## src/rtl/core_run_ctrl.sv

```systemverilog
// Run/halt sequencer for the single-cycle core: gates retirement (core_en) for free run,
// single step, run-N, PC breakpoint and EBREAK halt.
// Latency: core_en is combinational from state/PC/Instr; state, cause, cmd_err and
// halt_evt update on the next CLK edge.
// Backpressure: none. cmd_ready is tied high and every valid command is consumed in its
// cycle. Commands that are illegal in the current state are dropped and flagged on cmd_err.
// Ports:
//   CLK, RST              clock, asynchronous active-low reset
//   cmd_valid/op/arg      command strobe; op 0=HALT 1=RUN 2=STEP 3=RUN_N, arg = count
//   cmd_ready, cmd_err    always-ready; registered drop pulse for RUN/STEP/RUN_N when not halted
//   PC, Instr             current fetch PC and instruction from the core
//   bp_en, bp_addr        PC breakpoint
//   core_en               retire enable to the datapath
//   state, halt_cause     0=HALTED 1=RUNNING 2=STEPPING 3=COUNTING; 0=cmd 1=done 2=bp 3=ebreak
//   halt_evt, retired     first-halted-cycle pulse; free-running retire count
module core_run_ctrl #(
    parameter bit RESET_RUN = 1'b1,
    parameter int CNT_W     = 16
) (
    input  logic             CLK,
    input  logic             RST,
    input  logic             cmd_valid,
    input  logic [1:0]       cmd_op,
    input  logic [CNT_W-1:0] cmd_arg,
    output logic             cmd_ready,
    output logic             cmd_err,
    input  logic [31:0]      PC,
    input  logic [31:0]      Instr,
    input  logic             bp_en,
    input  logic [31:0]      bp_addr,
    output logic             core_en,
    output logic [1:0]       state,
    output logic [1:0]       halt_cause,
    output logic             halt_evt,
    output logic [31:0]      retired
);

    localparam logic [31:0] EBREAK_INSN = 32'h0010_0073;

    localparam logic [1:0] OP_HALT  = 2'd0;
    localparam logic [1:0] OP_RUN   = 2'd1;
    localparam logic [1:0] OP_STEP  = 2'd2;
    localparam logic [1:0] OP_RUN_N = 2'd3;

    localparam logic [1:0] CAUSE_CMD  = 2'd0;
    localparam logic [1:0] CAUSE_DONE = 2'd1;
    localparam logic [1:0] CAUSE_BP   = 2'd2;
    localparam logic [1:0] CAUSE_EBRK = 2'd3;

    typedef enum logic [1:0] {
        S_HALTED   = 2'd0,
        S_RUNNING  = 2'd1,
        S_STEPPING = 2'd2,
        S_COUNTING = 2'd3
    } run_state_t;

    localparam run_state_t RESET_STATE = RESET_RUN ? S_RUNNING : S_HALTED;

    run_state_t       state_q, state_d;
    logic [1:0]       cause_q, cause_d;
    logic [CNT_W-1:0] steps_q, steps_d;
    logic             skip_q, skip_d;
    logic             evt_q, evt_d;
    logic             err_q, err_d;
    logic [31:0]      retired_q;

    logic is_ebreak;
    logic is_bp;
    logic stop;
    logic cmd_halt, cmd_run, cmd_step, cmd_run_n;

    assign is_ebreak = (Instr == EBREAK_INSN);
    assign is_bp     = bp_en & (PC == bp_addr);
    // skip masks the stop condition for the first retire after a resume, so the
    // instruction sitting on a breakpoint/EBREAK executes once instead of re-halting.
    assign stop      = ~skip_q & (is_ebreak | is_bp);
    assign core_en   = (state_q != S_HALTED) & ~stop;

    assign cmd_halt  = cmd_valid & (cmd_op == OP_HALT);
    assign cmd_run   = cmd_valid & (cmd_op == OP_RUN);
    assign cmd_step  = cmd_valid & (cmd_op == OP_STEP);
    assign cmd_run_n = cmd_valid & (cmd_op == OP_RUN_N);

    always_comb begin
        state_d = state_q;
        cause_d = cause_q;
        steps_d = steps_q;
        skip_d  = skip_q;
        evt_d   = 1'b0;
        err_d   = 1'b0;

        if (core_en) begin
            skip_d = 1'b0;
        end

        if (state_q == S_HALTED) begin
            if (cmd_run) begin
                state_d = S_RUNNING;
                skip_d  = 1'b1;
            end else if (cmd_step) begin
                state_d = S_STEPPING;
                skip_d  = 1'b1;
            end else if (cmd_run_n) begin
                skip_d = 1'b1;
                if (cmd_arg == '0) begin
                    // Zero-length run completes immediately; report it like a finished count.
                    cause_d = CAUSE_DONE;
                    evt_d   = 1'b1;
                end else begin
                    steps_d = cmd_arg;
                    state_d = S_COUNTING;
                end
            end
        end else begin
            err_d = cmd_run | cmd_step | cmd_run_n;

            if (state_q == S_COUNTING && core_en) begin
                steps_d = steps_q - CNT_W'(1);
            end

            // Priority: EBREAK > breakpoint > HALT command > step/count done.
            if (stop) begin
                state_d = S_HALTED;
                cause_d = is_ebreak ? CAUSE_EBRK : CAUSE_BP;
            end else if (cmd_halt) begin
                state_d = S_HALTED;
                cause_d = CAUSE_CMD;
            end else if (state_q == S_STEPPING) begin
                state_d = S_HALTED;
                cause_d = CAUSE_DONE;
            end else if (state_q == S_COUNTING && steps_q == CNT_W'(1)) begin
                state_d = S_HALTED;
                cause_d = CAUSE_DONE;
            end

            evt_d = (state_d == S_HALTED);
        end
    end

    always_ff @(posedge CLK or negedge RST) begin
        if (!RST) begin
            state_q   <= RESET_STATE;
            cause_q   <= CAUSE_CMD;
            steps_q   <= '0;
            skip_q    <= 1'b0;
            evt_q     <= 1'b0;
            err_q     <= 1'b0;
            retired_q <= '0;
        end else begin
            state_q <= state_d;
            cause_q <= cause_d;
            steps_q <= steps_d;
            skip_q  <= skip_d;
            evt_q   <= evt_d;
            err_q   <= err_d;
            if (core_en) begin
                retired_q <= retired_q + 32'd1;
            end
        end
    end

    assign cmd_ready  = 1'b1;
    assign cmd_err    = err_q;
    assign state      = state_q;
    assign halt_cause = cause_q;
    assign halt_evt   = evt_q;
    assign retired    = retired_q;

endmodule

```

## config.mk

```make
export PLATFORM = sky130hd
export DESIGN_NAME = core_run_ctrl
export DESIGN_NICKNAME = d
export VERILOG_FILES = /design/src/rtl/core_run_ctrl.sv
export SDC_FILE = /design/constraint.sdc
export NUM_CORES = 1
export LEC_CHECK = 0
export ABC_AREA = 1
export CORE_ASPECT_RATIO = 1.25
export CORE_UTILIZATION = 44
export CTS_BUF_LIST = sky130_fd_sc_hd__clkbuf_4 sky130_fd_sc_hd__clkbuf_8
export DETAILED_ROUTE_END_ITERATION = 10
export PLACE_DENSITY_LB_ADDON = 0.05
export SETUP_SLACK_MARGIN = 0.5
export SYNTH_ARGS = -nofsm -noshare
export SYNTH_HDL_FRONTEND = slang
export SYNTH_SLANG_ARGS = --single-unit
```

## constraint.sdc

```tcl
create_clock -name CLK -period 4.1 [get_ports CLK]
set_input_delay 0.41 -clock CLK [delete_from_list [all_inputs] [get_ports CLK]]
set_output_delay 0.41 -clock CLK [all_outputs]
set_load 0.05 [all_outputs]
```

**Word-level counts from Yosys, hierarchy flattened**

Cells that the tools add are included.

- $add $sub $neg: 2
- Eq/ne operators: 15
- Muxes and demuxes: 37
- Bitwise operators: 12
- Reduce and logical (&&, ||, !) cells: 12

Operators by type and width:

| cell | count |
|---|---|
| $mux 16 | 6 |
| $mux 2 | 19 |
| $add 32x1->32 const B | 1 |
| $eq 32x21->1 const B | 1 |
| $eq 32x32->1 | 1 |
| $eq 16x1->1 const B | 1 |
| $logic_not 16->1 | 1 |
| $sub 16x1->16 const B | 1 |
| $mux 1 | 12 |
| $reduce_and 5->1 | 2 |
| $eq 2x2->1 const B | 4 |
| $ne 2x2->1 const B | 4 |
| $ne 4x4->1 const B | 2 |
| $and 1x1->1 | 7 |
| $logic_not 2->1 | 3 |
| $reduce_bool 5->1 | 1 |
| $reduce_bool 2->1 | 2 |
| $or 1x1->1 | 3 |
| $eq 2x1->1 const B | 1 |
| $logic_and 1x1->1 | 2 |
| $ne 2x1->1 const B | 1 |
| $not 1->1 | 2 |
| $reduce_and 2->1 | 1 |

- Register bits: 55
- Input port bits: 118

**Longest topological paths before layout**

- Depth after elaboration: 11
- Mapped depth: 15
- Mapped depth without buffers: 14

**Least setup slack after synthesis**

No wires, ideal clock.

- Path type: register -> output
- Start point: register state_q[0] (netlist: state[0])
- End point: output port core_en
- Data arrival time: 1546 ps
- Required time: 3690 ps
- Setup slack: 2144 ps
- Stages on the path, launching flop included: 6
- Path buffers: 1
- Cells stage by stage: dfstp_2 -> nor2_1 -> nor2_1 -> nand2_2 -> inv_2 -> buf_2

- Longest elaborated chain between the ends: 2

Ends and longest elaborated chain:

| element | line | text |
|---|---|---|
| start, declared | 59 | `run_state_t state_q, state_d;` |
| start signal, assigned | 150 | `state_q <= state_d;` |
| $reduce_bool 2->1 | 77 | `assign core_en = (state_q != S_HALTED) & ~stop;` |
| $and 1x1->1 | 77 |  |
| end, declared | 31 | `output logic core_en,` |

Every way passes these cells.

**Worst setup path in the final report**

Ends and elaborated chain as after synthesis.

==> flow_summary.ini <==
[floorplanning]
die_w_um = 88.1
rows = 38
core_area_sq_um = 8840
start_util = 0.461
die_area_sq_um = 9660
io-pin-count = 158
dieHeight_um = 110

[clocking]
clock_sinks = 55
cts_buffers = 5
cts_tree = done
clk_latency_ps = 310
clk_pin_slew_worst_paths_ps = 100
post_cts_resized = 0
cts.root.buffer_cell = clkbuf_8
postCtsSetupBuffers = 0
h-tree-depth = 2
cts_hold_buf = 0
clockBufferDepth = 2

[sta]
fmax_mhz = 319
period_share = 0.765
fin_setup_tns_ps = 0
period_needed_ps = 3140
setup_viol = 0
hold_viol = 0
rsz0062_at_grt = no
relSlewSlack = 0.524
finalMaxSlewViolations = 0
skew_ps = 8.30
worst_slew_pin_slew_ps = 714

[drt]
vias = 4455
route.detailed.drc = 0
vias_per_cell = 4.91
ant_nets = 0
wl_per_cell_um = 12.9
drt_first_pass_iters = 5
drt-initial-drc-count = 243
totalWireLength_um = 11700

[worst_setup_path]
path_max_fanout = 29
crit_type = flop to primary output
r2r-end = retired[26]$_DFFE_PN0P_
r2r_cells = 9
path_buf_inv = 3
cp-start-kind = flop
critPathArrivalTime_ps = 2730
r2r_setup_slack_ps = 2120
crit_path_frequent_cell = nor2_1
path_cells = nor2_1 > buf_4 > nor2_1 > nand2_2 > inv_2 > clkdlybuf4s50_1
worst_setup_path_end_kind = primary output
timing.rr.start = state[0]$_DFFE_PN1P_
path_delay_family = buffers and inverters
slowest_delay_ps = 880
cp.required_ps = 3690
worst_path_max_delay_cell = clkdlybuf4s50_1

[yosys]
syn_area_sq_um = 4080
yosysSeqAreaShare = 0.338
syn_nets = 753
synth_area_leader_cell = dfrtp_1
synth.distinct_cells = 35
synthTopCellsByArea = dfrtp_1, nand2_1, inv_1
avgSynthCellArea_sq_um = 6.45
yosys_warnings = 0
synthCells = 632
ys_ff_latch = 55
synth_top_area_frac = 0.331

[grt]
grt_max_degree = 56
grt_usage = 0.256
antenna_found_initial = 0
grt_pass1_vias = 4335
grt_pass1_wl_um = 19400
grt_overflow_total = 0

[cells_and_area]
layout_common_cells = nand2_1, clkdlybuf4s50_1, inv_1, nor2_1, dfrtp_1
final_nets = 907
area_growth_pct = 43.0
drive_above_1_share = 0.0407
antennaDiodeCount = 0
final_common_cell = nand2_1

[pwr]
leakagePower_nw = 2.75
ir_drop_v = 0.000339
power_w = 0.00288
powerDensity_nw_per_um2 = 494

[placement]
port_buffers = 156
gp_congestion = 0.886
dp_hpwl_um = 9410

[run]
maxCapViolations = 0

[status]
status = finished clean

[hold_path]
hold_class = input port to async pin
-- Yosys cell counts --
cell type and n:
a21oi_1 7, a31oi_1 4, and3_1 1, buf_2 3
buf_4 3, buf_6 2, clkbuf_1 4, clkinv_1 1
conb_1 1, dfrtp_1 54, dfstp_2 1, ha_1 3
inv_1 90, inv_2 6, nand2_1 209, nand2_2 2
nand2_4 2, nand3_1 38, nand3_2 2, nand3b_1 1
nand4_1 19, nor2_1 85, nor2_2 3, nor2_4 1
nor3_1 10, nor3_2 2, nor4_1 6, o21a_1 1
o21ai_0 15, o21ai_1 5, o22ai_1 3, o31ai_1 2
or2_2 1, xnor2_1 16, xor2_1 29
-- how the worst max path moves through the flow --
stage                         end  slack (ps)  cells past startpoint                  from
after floorplan           core_en        2140                      5  state[0]$_DFFE_PN1P_
after global placement    core_en        1010                     10              Instr[9]
after detailed placement  core_en         980                     10              Instr[9]
after CTS                 core_en         930                      6  state[0]$_DFFE_PN1P_
after global routing      core_en         780                      6  state[0]$_DFFE_PN1P_
final                     core_en         960                      6  state[0]$_DFFE_PN1P_
-- per-layer routing --
layer / track usage / wire length, um
met1: 0.304 / 4750
met2: 0.451 / 5950
met3: 0.0375 / 618
met4: 0.118 / 408
met5: 0 / 0
-- area by class of cell --
type                       instances  area, sq um
fill                             829         3010
multi-input combinational        468         2260
timing repair buffer             159         1580
sequential                        55         1380
inverter                          97          364
tap                              120          150
clock buffer                       6         82.6
clock inverter                     2         16.3
-- sequential cells by signal (all words and copies together), names as in the netlist --
signal / cells
state: 2
steps_q: 16
halt_cause: 2
halt_evt: 1
skip_q: 1
retired: 32
cmd_err: 1
-- per-stage QoR --
step,cells,setup slack (ps),hold slack (ps),utilization,instance area (sq um)
2_1_floorplan,632,2140,114,-,4080
3_3_place_gp,899,1010,458,0.648,5730
3_5_place_dp,899,978,471,0.648,5730
4_1_cts,907,933,238,0.659,5830
5_1_grt,907,778,282,0.659,5830
6_report,907,964,232,0.659,5830
-- where the power goes --
group	leakage (nW)	switching [W]	internal (W)
combinational	2.04	0.00109	0.000581
sequential	0.662	0.000179	0.000707
clock	0.0474	0.000184	0.000138
total	2.75	0.00145	0.00143
-- cell families (layout without fill, tap and decap cells) --
logic type	after synthesis	count (layout)	synth area share
buf+inv	109	264	0.108
compound gates	37	37	0.0494
simple gates	382	382	0.398
flops	55	55	0.338
other cells	1	1	0.000919
xor+xnor	45	45	0.0966
fa+ha+maj	3	3	0.00920
No activity file was read; power rests on OpenSTA's default activity.
